### src/rtl/ws2812_bit_enc.sv
// ws2812_bit_enc: single-wire NeoPixel bit encoder.
// Each accepted bit drives a high phase then a low phase. The phase lengths
// are chosen by the bit value from runtime count inputs. bit_done_out pulses
// in the final low cycle, so the next bit can follow with no idle gap.
// Optional build macro: WS2812_BIT_ENC_INV_EN inverts the line output
// (idle/reset level 1) for inverting level shifters.
module ws2812_bit_enc #(
  parameter int CNT_W = 8
) (
  input  logic             clk_in,
  input  logic             rst_n_in,
  input  logic             bit_rdy_in,
  input  logic             bit_data_in,
  input  logic [CNT_W-1:0] t0h_cnt_in,
  input  logic [CNT_W-1:0] t0l_cnt_in,
  input  logic [CNT_W-1:0] t1h_cnt_in,
  input  logic [CNT_W-1:0] t1l_cnt_in,
  output logic             bit_done_out,
  output logic             bit_busy_out,
  output logic             bit_code_out
);

`ifdef WS2812_BIT_ENC_INV_EN
  localparam logic LINE_INV = 1'b1;
`else
  localparam logic LINE_INV = 1'b0;
`endif

  localparam logic [CNT_W-1:0] ONE = {{(CNT_W-1){1'b0}}, 1'b1};

  typedef enum logic [1:0] {
    S_IDLE,
    S_HIGH,
    S_LOW
  } state_t;

  state_t           r_state;
  state_t           w_state_nxt;
  logic [CNT_W-1:0] r_cnt;
  logic [CNT_W-1:0] w_cnt_nxt;
  logic [CNT_W-1:0] r_tl;
  logic [CNT_W-1:0] w_tl_nxt;
  logic [CNT_W-1:0] w_sel_th;
  logic [CNT_W-1:0] w_sel_tl;
  logic             w_done_nxt;
  logic             w_busy_nxt;
  logic             w_code_nxt;

  // A zero length is stretched to one cycle so that no phase is ever skipped
  function automatic logic [CNT_W-1:0] clamp1(input logic [CNT_W-1:0] v);
    return (v == '0) ? ONE : v;
  endfunction

  // Phase lengths for the bit being offered on this cycle
  always_comb begin
    w_sel_th = bit_data_in ? t1h_cnt_in : t0h_cnt_in;
    w_sel_tl = bit_data_in ? t1l_cnt_in : t0l_cnt_in;
  end

  // Next-state, counter and output decode
  always_comb begin
    w_state_nxt = r_state;
    w_cnt_nxt   = r_cnt;
    w_tl_nxt    = r_tl;
    case (r_state)
      S_IDLE: begin
        if (bit_rdy_in) begin
          w_state_nxt = S_HIGH;
          w_cnt_nxt   = clamp1(w_sel_th);
          w_tl_nxt    = clamp1(w_sel_tl);
        end
      end
      S_HIGH: begin
        if (r_cnt == ONE) begin
          w_state_nxt = S_LOW;
          w_cnt_nxt   = r_tl;
        end else begin
          w_cnt_nxt = r_cnt - ONE;
        end
      end
      S_LOW: begin
        if (r_cnt == ONE) begin
          if (bit_rdy_in) begin
            w_state_nxt = S_HIGH;
            w_cnt_nxt   = clamp1(w_sel_th);
            w_tl_nxt    = clamp1(w_sel_tl);
          end else begin
            w_state_nxt = S_IDLE;
            w_cnt_nxt   = '0;
          end
        end else begin
          w_cnt_nxt = r_cnt - ONE;
        end
      end
      default: begin
        w_state_nxt = S_IDLE;
        w_cnt_nxt   = '0;
      end
    endcase
    // Outputs are decoded from the next state so they land in registers
    // aligned with the state they describe.
    w_done_nxt = (w_state_nxt == S_LOW) && (w_cnt_nxt == ONE);
    w_busy_nxt = (w_state_nxt != S_IDLE);
    w_code_nxt = (w_state_nxt == S_HIGH) ^ LINE_INV;
  end

  // State, counter, latched low length and registered outputs
  always_ff @(posedge clk_in or negedge rst_n_in) begin
    if (!rst_n_in) begin
      r_state      <= S_IDLE;
      r_cnt        <= '0;
      r_tl         <= '0;
      bit_done_out <= 1'b0;
      bit_busy_out <= 1'b0;
      bit_code_out <= LINE_INV;
    end else begin
      r_state      <= w_state_nxt;
      r_cnt        <= w_cnt_nxt;
      r_tl         <= w_tl_nxt;
      bit_done_out <= w_done_nxt;
      bit_busy_out <= w_busy_nxt;
      bit_code_out <= w_code_nxt;
    end
  end

endmodule

### config.mk
export PLATFORM = sky130hd
export DESIGN_NAME = ws2812_bit_enc
export DESIGN_NICKNAME = d
export VERILOG_FILES = /design/src/rtl/ws2812_bit_enc.sv
export SDC_FILE = /design/constraint.sdc
export NUM_CORES = 1
export LEC_CHECK = 0
export ABC_AREA = 1
export CELL_PAD_IN_SITES_DETAIL_PLACEMENT = 0
export CELL_PAD_IN_SITES_GLOBAL_PLACEMENT = 2
export CORE_ASPECT_RATIO = 1.2
export CORE_UTILIZATION = 26
export DETAILED_ROUTE_END_ITERATION = 12
export PLACE_DENSITY = 0.78
export SLEW_MARGIN = 10
export SYNTH_ARGS = -nofsm -noshare
export SYNTH_HDL_FRONTEND = slang
export SYNTH_SLANG_ARGS = --single-unit
export TNS_END_PERCENT = 100
### constraint.sdc
create_clock -name clk_in -period 1.73 [get_ports clk_in]
set_input_delay 0.173 -clock clk_in [delete_from_list [all_inputs] [get_ports clk_in]]
set_output_delay 0.173 -clock clk_in [all_outputs]
set_load 0.02 [all_outputs]
== Word level (Yosys, flattened, before mapping) ==
Cells that the tools add are included.
W data, S select, Z words.
Cells by class
  mux-type cells: 17
  reductions and logical operators: 7
  $add $sub $neg: 1
  equal/unequal tests: 7
Operator list (number)
  $mux W8: 10
  $pmux W8 S3: 1
  $eq A8 B1 Y1 const B: 2
  $logic_not A8 Y1: 2
  $pmux W8 S2: 1
  $sub A8 B1 Y8 const B: 1
  $mux W2: 3
  $pmux W2 S3: 1
  $eq A2 B1 Y1 const B: 2
  $eq A2 B2 Y1 const B: 2
  $reduce_bool A2 Y1: 2
  $logic_not A2 Y1: 1
  $ne A2 B2 Y1 const B: 1
  $reduce_and A2 Y1: 1
  $logic_and A1 B1 Y1: 1
  $mux W1: 1
Word-level totals
  output and inout bits: 3
  word-level logic and storage cells: 38
  flip-flop bits (word level): 21

== Longest topological paths before layout ==
  depth in word-level cells: 8
  mapped depth: 15
  depth with buffers taken out: 13

== Worst setup path before layout ==
OpenSTA, ideal clock, no wires.
  kind: register to register
  start: register r_cnt[0]
  end: register bit_done_out
  data required time: 1.659 ns
  path buffers: 1
  cell stages (with the launch flop): 14
  setup slack: 0.191 ns
  arrival: 1.468 ns
  cells stage by stage: dfrtp_1 > ha_1 > nand2_1 > inv_2 > nand2_4 > buf_6 > nand2_1 > nand2_1 > nor2_1 > nor2_1 > nand2_1 > nor2_1 > nand2_1 > nor2_1
Between the ends
  cells in the longest elaborated chain, start to end: 5
RTL lines
  from (decl): RTL line 39  | logic [CNT_W-1:0] r_cnt;
  from (signal assigned): RTL line 118  | r_cnt <= w_cnt_nxt;
  $sub A8 B1 Y8 or $eq A8 B1 Y1 (tied branches)
  $mux W8, or another cell as far along: RTL line 82  | if (r_cnt == ONE) begin
  $pmux W8 S3 or $pmux W2 S3 (tied branches): RTL line 65  | case (r_state)
  $eq A8 B1 Y1 or $eq A2 B2 Y1 (tied branches): RTL line 102  | w_done_nxt = (w_state_nxt == S_LOW) && (w_cnt_nxt == ONE);
  $logic_and A1 B1 Y1 (*): RTL line 102
  net w_done_nxt: RTL line 45  | logic w_done_nxt;
  to (signal assigned): RTL line 120  | bit_done_out <= w_done_nxt;
  to (decl): RTL line 18  | output logic bit_done_out,
The timed path passes the listed nets; every way through them passes the cells marked *.
A chain may end at the register's enable or synchronous reset.

== Worst setup path in the final report ==
  start: register r_cnt[1]
  end: register bit_done_out
Between the ends
  cells in the longest elaborated chain, start to end: 5
RTL lines
  $eq A8 B1 Y1 (*): RTL line 74, 82
  $mux W2 (on tied branches): RTL line 82, 74
  $pmux W2 S3 (*): RTL line 65
  net w_state_nxt[1]: RTL line 38  | state_t w_state_nxt;
  $eq A2 B2 Y1 (*): RTL line 102
  $logic_and A1 B1 Y1 (*): RTL line 102
  net w_done_nxt: RTL line 45
Marked as above.

==> impl_results.md <==
* Avg Cell Area, Syn at 6.295 um^2
* Worst flop-to-flop path startpoint: r_cnt[1]$_DFF_PN0_
* Tot GR Track Use at 15.92%
* Synth Area in Adders at under 10%
* EDFF count, synth at 0
* Vias in the first global route at 1682
* Htree depth at 1
* Synth Register Bits at 21
* Root Driver: clkbuf_8
* DRT antenna net count at 0
* CTS tree: built
* Initial antenna violation count at 0
* Post-Synthesis Cell Area at roughly 1600 um^2
* Area grow syn2layout at 53.23%
* Worst path top cell family by delay: simple AND/OR/NAND/NOR gates
* Minimum clock period at 1.713 ns
* Antenna diodes at 0
* Crit. End Element: flip-flop
* Final Non-Filler Cells at about 410
* Simple-gate area share of the yosys netlist at between 40% and 50%
* Share of cells above drive strength 1 at 20.49%
* Final worst slack at between 0.015 and 0.02 ns
* Mux cell area share after synthesis at 2.494%
* Clk slew on worst S/H paths at 0.08 ns
* Final Net Count at roughly 370
* Pre-Repair DR Iteration Count at 4
* Routed len/inst at between 10 and 15 um
* Compound-Gate Fraction of Synth Area at 9.743%
* CTS buffer count at 3
* Clock Skew at between 0.01 and 0.015 ns
* Max-cap violation count at 0
* Startpoint types: flip-flop
* Num Clock Sinks at 21
* Combinational family with the most area after synthesis: simple AND/OR/NAND/NOR gates
* Slew Limit Fails at 0
* CP arrival at 1.92 ns
* Worst IR Drop VDD at approximately 0.26 mV
* Sequential cell area fraction in the yosys report at between 30% and 40%
* Total number of vias at roughly 1700
* Min-delay worst type: in2async
* Worst slew margin at approximately two thirds
* Library cells used by synthesis at 27
* Predominant post-synthesis flop cell: dfrtp_1
* Pre-CTS WS at -0.06955 ns
* RSZ-0062 raised after global routing: yes
* Port Buffer Count at 38
* First-pass GRT wire length at about 7800 um
* Yosys warnings at 0
* DRC at 0
* Worst R2R Setup Slack at ~0.017 ns
* WHS at 0.2447 ns
* # rows at 31
* Core Footprint at 6012 um^2
* Initial DRC count at 71
* Initial Util at about a quarter
* Fin. Hold Viols at 0
* Placed Cells at 400
* Final core utilization at roughly 41%
* Worst setup path startpoint: r_cnt[1]$_DFF_PN0_
* Status: finished clean
* Power per cell area at between 400 and 500 nW/um^2
* Final worst-path cycle share at between 90% and 100%
* Worst Path Buf+Inv at 3
* P_leak at ~1.2 nW
* F_max at 0.5838 GHz
* Worst-Skew Late Latency at roughly 0.27 ns
* Routed Wire Length at around 4700 um
* Die Ht at 88.08 um
* Worst Max-Slew Pin Slew at roughly 0.48 ns
* Largest net degree at the start of global routing at 22
* Slowest CP cell: dfrtp_1
* Overflow after GRT at 0
* Ys async rst share at 100.0%
* Dpl cell area at 2292 um^2
* IO Count at 39
* Die Wd at roughly 74 um
* Die Area at 6494 um^2
* Maximum net fanout on the critical path at 5
* Critical path's largest stage delay at 0.40 ns
* Synth Area in XOR/XNOR at under 10%
* Critical Path RT at ~1.9 ns
* Syn Nets at roughly 290
* Final RePlAce weighted congestion at roughly 0.78
* Setup-failing EPs final at 0
* Synth Instances at ~260
* HPWL after detailed placement at just under 4000 um
* Worst setup path class: reg2reg
* Final Cell Area at roughly 2500 um^2
* Crit path cell chain: inv_2, ha_4, nand2_4, nor2_4, buf_12, buf_6, nand2_4, o21ai_1, nand2_1, nor2_1, nand2_1, nor2_1
* Post-DR vias/cell at ~4.2
* Longest Clk Path Bufs at 2
[repair_timing]
item	CTS	global route
resized for setup	5	21
buffers inserted	2	3
hold buffers	0	0
pin swaps	1	13
endpoints found under the setup margin	2	6
[layer usage]
layer / up-vias / GRT usage [%] / part of all wire, %
met5: - / 0 / 0
met4: 0 / 4.196 / 1.2
met3: 5 / 1.381 / 2.5
met2: 35 / 29.27 / 53
met1: 760 / 19.66 / 43
li1: 935 / - / -
[final cells by class]
type / instances / area, um^2
fill: 654 / 3552
multi-input combinational: 190 / 960.9
timing repair buffer: 75 / 681.9
sequential: 21 / 525.5
inverter: 37 / 143.9
tap: 82 / 102.6
clock buffer: 4 / 45.04
[flip-flops by register name, indices dropped and copies added (netlist names)]
name	cells
bit_busy_out	1
bit_code_out	1
r_cnt	8
r_state	2
r_tl	8
bit_done_out	1
[logic make-up after synthesis]
family,count (synthesis)
simple gates,153
buf+inv,44
mux,4
flops,21
fa+ha+maj,2
xor+xnor,2
compound gates,29
[stage by stage]
step | total power [W] | TNS, ns
after floorplan | 0.0005968 | 0
after global placement | 0.0007175 | -0.08576
after detailed placement | 0.0007181 | -0.08666
after CTS | 0.001046 | 0
after global routing | 0.001095 | -0.1051
final | 0.001033 | 0
[power by group]
| group | internal (W) | switching [W] |
|---|---|---|
| clock network | 0.000164 | 0.000164 |
| logic | 0.000112 | 0.0000833 |
| registers | 0.000503 | 0.00000595 |
| total | 0.000779 | 0.000253 |
[cells in the mapped netlist, types with 2 or more instances]
cell | n | share of area [%]
a31oi_1 | 4 | 1.6
ha_1 | 2 | 1.6
buf_2 | 3 | 0.94
nand3_1 | 17 | 5.3
inv_1 | 34 | 7.9
nor2_2 | 3 | 1.2
inv_2 | 2 | 0.47
nand4_1 | 2 | 0.78
nand2_4 | 2 | 1.4
buf_6 | 2 | 1.4
dfrtp_1 | 21 | 33
nand2_1 | 95 | 22
a21oi_1 | 5 | 1.6
o21ai_0 | 18 | 5.6
mux2i_1 | 4 | 2.5
xor2_1 | 2 | 1.1
nor2_4 | 2 | 1.4
nor2_1 | 28 | 6.5
[cell usage in the layout, fill, tap and decap left out]
| cell type | count |
|---|---|
| nand2_1 | 90 |
| clkdlybuf4s50_1 | 38 |
| buf_4 | 33 |
| inv_1 | 32 |
| nor2_1 | 23 |
| dfrtp_1 | 21 |
| nand3_1 | 16 |
| o21ai_0 | 15 |
| nor2_2 | 8 |
| a21oi_1 | 5 |
| inv_2 | 4 |
| mux2i_1 | 4 |
| a31oi_1 | 4 |
| nand2_4 | 3 |
| nand2_2 | 3 |
| o21ai_1 | 3 |
| clkbuf_8 | 3 |
| buf_6 | 3 |
| nor2_4 | 2 |
| xor2_1 | 2 |
| nand4_1 | 2 |
| ha_4 | 2 |
| clkinv_4 | 1 |
| nand2_8 | 1 |
| a21oi_2 | 1 |
| nand3_2 | 1 |
| o211ai_1 | 1 |
| nor2b_1 | 1 |
| or2_1 | 1 |
| or2_2 | 1 |
| nor4_1 | 1 |
| clkbuf_1 | 1 |
| buf_12 | 1 |
[path summary, 6_finish.rpt]
check / to / depth (start not counted)
min reg2reg: r_tl[5]$_DFFE_PN0P_ / 2
max reg2reg: bit_done_out$_DFF_PN0_ / 12
max: bit_done_out$_DFF_PN0_ / 12
max in group asynchronous: r_tl[2]$_DFFE_PN0P_ / 2
min: r_cnt[6]$_DFF_PN0_ / 2
min in group clk_in: r_tl[6]$_DFFE_PN0P_ / 3
(Power assumes the default switching activity.)
